<file path="src/rtl/exec_sequencer_pkg.sv">
// Shared state encoding and constants for the multi-cycle instruction sequencer.
package exec_sequencer_pkg;

    typedef enum logic [2:0] {
        S_IDLE   = 3'd0,
        S_FETCH  = 3'd1,
        S_DECODE = 3'd2,
        S_EXEC   = 3'd3,
        S_MEM    = 3'd4,
        S_WRITE  = 3'd5,
        S_HALT   = 3'd6
    } seq_state_t;

    localparam logic [31:0] PC_STEP = 32'd4;

endpackage

</file>
<file path="src/rtl/exec_sequencer_if.sv">
// Bundle of memory handshakes, stage strobes and decoded fields around the sequencer.
interface exec_sequencer_if;

    logic        imem_req;
    logic        imem_ready;
    logic [31:0] instr_in;
    logic [31:0] instr_reg;
    logic [31:0] pc;
    logic        dec_en;
    logic        ex_en;
    logic        is_mem;
    logic        is_branch;
    logic [31:0] alu_result;
    logic [31:0] imm;
    logic        mem_req;
    logic        mem_done;
    logic        wb_en;
    logic        halt_req;
    logic        halted;
    logic [31:0] retired;

    modport master (
        output imem_req, instr_reg, pc, dec_en, ex_en, mem_req, wb_en, halted, retired,
        input  imem_ready, instr_in, is_mem, is_branch, alu_result, imm, mem_done, halt_req
    );

    modport slave (
        input  imem_req, instr_reg, pc, dec_en, ex_en, mem_req, wb_en, halted, retired,
        output imem_ready, instr_in, is_mem, is_branch, alu_result, imm, mem_done, halt_req
    );

endinterface

</file>
<file path="src/rtl/exec_sequencer_pc_next.sv">
// Next-PC adder: branch target when taken, sequential step otherwise; wraps modulo 2^32.
module exec_sequencer_pc_next
    import exec_sequencer_pkg::*;
(
    input  logic [31:0] pc,
    input  logic [31:0] imm_q,
    input  logic        take,
    output logic [31:0] pc_next
);

    assign pc_next = pc + (take ? imm_q : PC_STEP);

endmodule

</file>
<file path="src/rtl/exec_sequencer.sv">
// Multi-cycle control FSM: fetch, decode, execute, optional memory access, writeback.
module exec_sequencer
    import exec_sequencer_pkg::*;
#(
    parameter logic [31:0] RESET_PC = 32'h0000_0000
)
(
    input  logic                 clk,
    input  logic                 rstn,
    exec_sequencer_if.master     bus
);

    seq_state_t  state_q, state_d;
    logic [31:0] pc_q, pc_d;
    logic [31:0] instr_reg_q, instr_reg_d;
    logic [31:0] retired_q, retired_d;
    logic [31:0] imm_q, imm_d;
    logic        take_q, take_d;
    logic        halt_pend_q, halt_pend_d;
    logic        halt_seen;
    logic [31:0] pc_next;
    logic        alu_hi_unused;

    // Only bit 0 of the ALU result carries the branch condition.
    assign alu_hi_unused = ^bus.alu_result[31:1];

    exec_sequencer_pc_next u_pc_next (
        .pc      (pc_q),
        .imm_q   (imm_q),
        .take    (take_q),
        .pc_next (pc_next)
    );

    always_comb begin
        state_d     = state_q;
        pc_d        = pc_q;
        instr_reg_d = instr_reg_q;
        retired_d   = retired_q;
        imm_d       = imm_q;
        take_d      = take_q;
        halt_seen   = halt_pend_q | bus.halt_req;
        halt_pend_d = (state_q == S_HALT) ? halt_pend_q : halt_seen;

        case (state_q)
            S_IDLE: begin
                state_d = S_FETCH;
            end
            S_FETCH: begin
                if (bus.imem_ready) begin
                    state_d     = S_DECODE;
                    instr_reg_d = bus.instr_in;
                end
            end
            S_DECODE: begin
                state_d = S_EXEC;
            end
            S_EXEC: begin
                take_d  = bus.is_branch & bus.alu_result[0];
                imm_d   = bus.imm;
                state_d = bus.is_mem ? S_MEM : S_WRITE;
            end
            S_MEM: begin
                if (bus.mem_done) begin
                    state_d = S_WRITE;
                end
            end
            S_WRITE: begin
                // A halt request arriving in this very cycle still stops after this instruction.
                pc_d      = pc_next;
                retired_d = retired_q + 32'd1;
                state_d   = halt_seen ? S_HALT : S_FETCH;
            end
            S_HALT: begin
                state_d = S_HALT;
            end
            default: begin
                state_d = S_IDLE;
            end
        endcase
    end

    always_ff @(posedge clk or negedge rstn) begin
        if (!rstn) begin
            state_q     <= S_IDLE;
            pc_q        <= RESET_PC;
            instr_reg_q <= 32'd0;
            retired_q   <= 32'd0;
            imm_q       <= 32'd0;
            take_q      <= 1'b0;
            halt_pend_q <= 1'b0;
        end else begin
            state_q     <= state_d;
            pc_q        <= pc_d;
            instr_reg_q <= instr_reg_d;
            retired_q   <= retired_d;
            imm_q       <= imm_d;
            take_q      <= take_d;
            halt_pend_q <= halt_pend_d;
        end
    end

    // Strobes decode straight from the state flop, so an async reset drops them at once.
    assign bus.imem_req  = (state_q == S_FETCH);
    assign bus.dec_en    = (state_q == S_DECODE);
    assign bus.ex_en     = (state_q == S_EXEC);
    assign bus.mem_req   = (state_q == S_MEM);
    assign bus.wb_en     = (state_q == S_WRITE);
    assign bus.halted    = (state_q == S_HALT);
    assign bus.pc        = pc_q;
    assign bus.instr_reg = instr_reg_q;
    assign bus.retired   = retired_q;

endmodule

</file>
<file path="src/flat_wrapper.sv">
// flat-port wrapper written by rule: the top's interface ports become plain ports
module exec_sequencer_flat import exec_sequencer_pkg::*;
#(
    parameter logic [31:0] RESET_PC = 32'h0000_0000
)
  (clk, rstn, bus_imem_req, bus_instr_reg, bus_pc, bus_dec_en, bus_ex_en, bus_mem_req, bus_wb_en, bus_halted, bus_retired, bus_imem_ready, bus_instr_in, bus_is_mem, bus_is_branch, bus_alu_result, bus_imm, bus_mem_done, bus_halt_req);
  exec_sequencer_if bus_i ();
  input  logic clk;
  input  logic rstn;
  output wire logic [$bits(bus_i.imem_req)-1:0] bus_imem_req;
  output wire logic [$bits(bus_i.instr_reg)-1:0] bus_instr_reg;
  output wire logic [$bits(bus_i.pc)-1:0] bus_pc;
  output wire logic [$bits(bus_i.dec_en)-1:0] bus_dec_en;
  output wire logic [$bits(bus_i.ex_en)-1:0] bus_ex_en;
  output wire logic [$bits(bus_i.mem_req)-1:0] bus_mem_req;
  output wire logic [$bits(bus_i.wb_en)-1:0] bus_wb_en;
  output wire logic [$bits(bus_i.halted)-1:0] bus_halted;
  output wire logic [$bits(bus_i.retired)-1:0] bus_retired;
  input wire logic [$bits(bus_i.imem_ready)-1:0] bus_imem_ready;
  input wire logic [$bits(bus_i.instr_in)-1:0] bus_instr_in;
  input wire logic [$bits(bus_i.is_mem)-1:0] bus_is_mem;
  input wire logic [$bits(bus_i.is_branch)-1:0] bus_is_branch;
  input wire logic [$bits(bus_i.alu_result)-1:0] bus_alu_result;
  input wire logic [$bits(bus_i.imm)-1:0] bus_imm;
  input wire logic [$bits(bus_i.mem_done)-1:0] bus_mem_done;
  input wire logic [$bits(bus_i.halt_req)-1:0] bus_halt_req;
  assign bus_imem_req = bus_i.imem_req;
  assign bus_instr_reg = bus_i.instr_reg;
  assign bus_pc = bus_i.pc;
  assign bus_dec_en = bus_i.dec_en;
  assign bus_ex_en = bus_i.ex_en;
  assign bus_mem_req = bus_i.mem_req;
  assign bus_wb_en = bus_i.wb_en;
  assign bus_halted = bus_i.halted;
  assign bus_retired = bus_i.retired;
  assign bus_i.imem_ready = bus_imem_ready;
  assign bus_i.instr_in = bus_instr_in;
  assign bus_i.is_mem = bus_is_mem;
  assign bus_i.is_branch = bus_is_branch;
  assign bus_i.alu_result = bus_alu_result;
  assign bus_i.imm = bus_imm;
  assign bus_i.mem_done = bus_mem_done;
  assign bus_i.halt_req = bus_halt_req;
  exec_sequencer #(.RESET_PC(RESET_PC)) u_core (.clk(clk), .rstn(rstn), .bus(bus_i));
endmodule
</file>
<file path="config.mk">
export PLATFORM = sky130hd
export DESIGN_NAME = exec_sequencer_flat
export DESIGN_NICKNAME = d
export VERILOG_FILES = /design/src/rtl/exec_sequencer_pkg.sv /design/src/rtl/exec_sequencer_if.sv /design/src/rtl/exec_sequencer_pc_next.sv /design/src/rtl/exec_sequencer.sv /design/src/flat_wrapper.sv
export SDC_FILE = /design/constraint.sdc
export NUM_CORES = 1
export LEC_CHECK = 0
export CELL_PAD_IN_SITES_DETAIL_PLACEMENT = 1
export CELL_PAD_IN_SITES_GLOBAL_PLACEMENT = 2
export CORE_MARGIN = 4
export CORE_UTILIZATION = 26
export CTS_BUF_LIST = sky130_fd_sc_hd__clkbuf_4 sky130_fd_sc_hd__clkbuf_8 sky130_fd_sc_hd__clkbuf_16
export DETAILED_ROUTE_END_ITERATION = 12
export PLACE_DENSITY_LB_ADDON = 0.1
export RECOVER_POWER = 50
export SLEW_MARGIN = 20
export SYNTH_ARGS = -nofsm -noshare
export SYNTH_HDL_FRONTEND = slang
export SYNTH_SLANG_ARGS = --single-unit
</file>
<file path="constraint.sdc">
create_clock -name clk -period 2.84 [get_ports clk]
set_input_delay 0.568 -clock clk [delete_from_list [all_inputs] [get_ports clk]]
set_output_delay 0.568 -clock clk [all_outputs]
set_load 0.01 [all_outputs]
</file>
==> results by group <==
Outcome
  • Status: complete, but fails checks
  • Failing checks: capacitance limit, slew limit

Pwr
  • Total power draw: 10670 uW
  • LEAKAGE: 0.004844 uW
  • Worst VDD drop: 0.4195 mV
  • P per Cell Area: 979.7 mW/mm^2

Die
  • IO Pins: 205
  • Die area: 0.03044 sq mm
  • Initial Utilization: 0.2659
  • Cell Rows: 60
  • Chip height: 174.5 um
  • Horiz. Die Dim: 174.5 um
  • Core box area: 0.02710 sq mm

Global routing
  • Grt ovf: 0
  • Overall Global Routing Usage: 0.1555
  • First-pass GRT wire length: 38.57 mm
  • Vias in the first global route: 7120
  • Largest net degree at the start of global routing: 70
  • Initial antenna violation count: 0

Layout
  • Reg area: 0.003328 sq mm
  • N_diodes: 0
  • Filler cells: 3071
  • Fraction of layout instances using a drive strength above 1: 0.2147
  • Layout area overhead: 51.10%
  • Multi-input gate area: 0.004060 sq mm
  • Commonest cells after routing, fill and taps aside: nand2_1 (177), clkdlybuf4s50_1 (168), dfrtp_1 (133)
  • Commonest non-fill, non-tap cell in the layout: nand2_1
  • Fin nets: 1144
  • Final core area utilization: 0.4018

Critical path
  • Worst EP required: 3140 ps
  • Critical Path Slowest Stage Cell: a2111oi_4
  • Crit Path Max Fanout: 13
  • CP Cell Sequence: buf_6 -> buf_12 -> and2_4 -> ha_4 -> and3_4 -> and4_4 -> o211ai_4 -> a2111oi_4 -> a211oi_4 -> and4_1 -> or3_1
  • Critical path launch point type: register
  • Critical path class: register to register
  • R2r setup slk: 30 ps
  • Crit path largest cell delay: 430 ps
  • Worst r2r dst: u_core.bus.pc[29]$_DFFE_PN0P_
  • Worst Reg-to-Reg Cells: 11
  • CP Capture Type: register
  • Worst r2r src: u_core.take_q$_DFFE_PN0P_
  • Worst path arrival time: 3110 ps

Route
  • DRC: 0
  • First-pass detailed-route iteration total: 4
  • Routed WL per cell: 16.84 um
  • Initial DRC Count: 204
  • DRT Wirelength: 23.45 mm
  • Antenna Nets Post-Route: 0
  • Vias per cell: 4.564
  • Via count: 6353

Synthesis
  • Post-synth EDFFs: 0
  • Post-Syn Instances: 763
  • Synth Flop Type: dfrtp_1
  • Synth Net Count: 900
  • Synth unique cells: 62
  • Register area share after synthesis: 0.4619
  • Syn avg cell area: 9.444 sq um
  • Synthesis-stage register bit count: 133
  • Async SR Flop Fraction: 1.000
  • Cell area after synthesis: 0.007206 sq mm
  • Syn. warnings: 0

Timing
  • RSZ-0062 raised after global routing: true
  • Crit share post-route: 0.9911
  • Endpoints failing setup: 0
  • Pins over their slew limit: 70
  • Achievable frequency: 355.3 MHz
  • Minimum clock period after layout: 2815 ps
  • Slew HR: -0.2028
  • Worst Slack Setup Final: 25.24 ps
  • Final hold violations: 0
  • Worst-Margin Slew: 1804 ps
  • Clock Skew: 12.34 ps

Min path
  • Hold EP: u_core.bus.pc[31]$_DFFE_PN0P_
  • Hold path depth: 1
  • Hold path start: u_core.bus.pc[31]$_DFFE_PN0P_
  • Worst Hold Class: register to register

Run
  • Max-cap viol count: 1

Clocking
  • H-tree Lvls: 4
  • Clock Tree Root: clkbuf_16
  • Clock sink count: 133
  • CTS tree: yes
  • Max Buffers Root-to-Sink: 2
  • Skew-Pair Late Insertion Delay: 420 ps
  • Clock transition at the registers of the reported paths: 60 ps
  • CTS Buf Count: 17

Placement
  • GPL Wtd Cong: 0.8051
  • Port Buffer Count: 173
  • Final HPWL DP: 17.31 mm
  • DP Worst Slack: -170.2 ps
[critical path, delay by kind of cell, from the launching register on]
| kind | cells | cell delay (ps) |
|---|---|---|
| AOI/OAI and AO/OA | 3 | 640 |
| adders and majority gates | 1 | 270 |
| and+or+nand+nor | 5 | 1090 |
| DFF | 1 | 410 |
| buffers and inverters | 2 | 280 |
[synth_stat cells, types with 2 or more instances]
library cell / n / area, sq um
and3_1: 17 / 106.4
xor2_1: 22 / 192.7
or2_2: 2 / 12.51
a31o_2: 2 / 17.52
ha_1: 33 / 412.9
dfrtp_1: 133 / 3328
a21oi_1: 33 / 165.2
nor3_1: 9 / 45.04
a221oi_1: 2 / 17.52
nand2_1: 180 / 675.7
a211oi_1: 6 / 45.04
nand3_1: 22 / 110.1
o31a_1: 2 / 17.52
o21ai_0: 50 / 250.2
nand4_1: 10 / 62.56
a21o_2: 2 / 17.52
clkbuf_1: 17 / 63.81
o211ai_1: 4 / 30.03
mux2i_1: 2 / 20.02
a21o_1: 7 / 52.55
or3_1: 7 / 43.79
o21a_1: 2 / 15.01
buf_2: 5 / 25.02
o31ai_1: 3 / 22.52
nor2_1: 31 / 116.4
mux2_2: 32 / 360.4
nand2b_1: 4 / 25.02
inv_1: 17 / 63.81
a31oi_1: 5 / 31.28
and4_1: 3 / 26.28
and2_1: 31 / 193.9
clkbuf_2: 2 / 10.01
xnor2_1: 30 / 262.8
o21bai_1: 8 / 60.06
[power by group]
group | internal [uW] | switching [uW]
clock network | 1440 | 974
logic | 2650 | 2450
registers | 2600 | 555
[through the flow]
step	hold WS [ps]	std cells	cell area [sq um]	TNS, ps
after floorplan	272.4	763	7206	0
after global placement	451.7	1349	9812	-644.8
after detailed placement	458.3	1349	9812	-855.0
after CTS	169.4	1382	10630	0
after global routing	475.6	1392	10890	-236.2
final	465.2	1392	10890	0
[cell families after synthesis]
group / Yosys count / synth area share
AOI/OAI and AO/OA: 140 / 0.1261
xor gates and xnor gates: 52 / 0.06320
and+or+nand+nor: 325 / 0.2084
adders and majority gates: 34 / 0.06008
muxes: 34 / 0.05279
DFF: 133 / 0.4619
buffers and inverters: 45 / 0.02761
[what timing repair did]
item,in CTS,in global routing
hold buffers,0,0
setup buffers,1,10
endpoints found under the setup margin,9,18
pin swaps,7,24
gates resized for setup,28,49
[metal layers]
metal  vias to the layer above  global-route usage  wire [um]
met3                        15             0.04328       1155
met2                       120              0.2562      11300
met4                         0             0.04157        271
met5                         -                   0          0
met1                      3110              0.2012      10720
li1                       3108                   -          -
[how the worst max path moves through the flow]
stage / slack (ps) / from / end / cells after the start
floorplan: 120 / u_core.take_q$_DFFE_PN0P_ / u_core.bus.pc[30]$_DFFE_PN0P_ / 10
global placement: -150 / u_core.take_q$_DFFE_PN0P_ / u_core.bus.pc[27]$_DFFE_PN0P_ / 13
detailed placement: -170 / u_core.take_q$_DFFE_PN0P_ / u_core.bus.pc[18]$_DFFE_PN0P_ / 12
CTS: 6 / u_core.take_q$_DFFE_PN0P_ / u_core.bus.pc[29]$_DFFE_PN0P_ / 11
global route: -110 / u_core.take_q$_DFFE_PN0P_ / u_core.bus.pc[29]$_DFFE_PN0P_ / 11
finish: 30 / u_core.take_q$_DFFE_PN0P_ / u_core.bus.pc[29]$_DFFE_PN0P_ / 11
[area by class of cell]
class                   count  share of cell area
clock buffers              18             0.04034
repair buffers            253              0.2151
clock inverters            14             0.01735
well taps                 372             0.04275
inverters                  17            0.005861
multi-input cells         585              0.3729
flip-flops and latches    133              0.3057
Power figures use the tool's default switching activity.
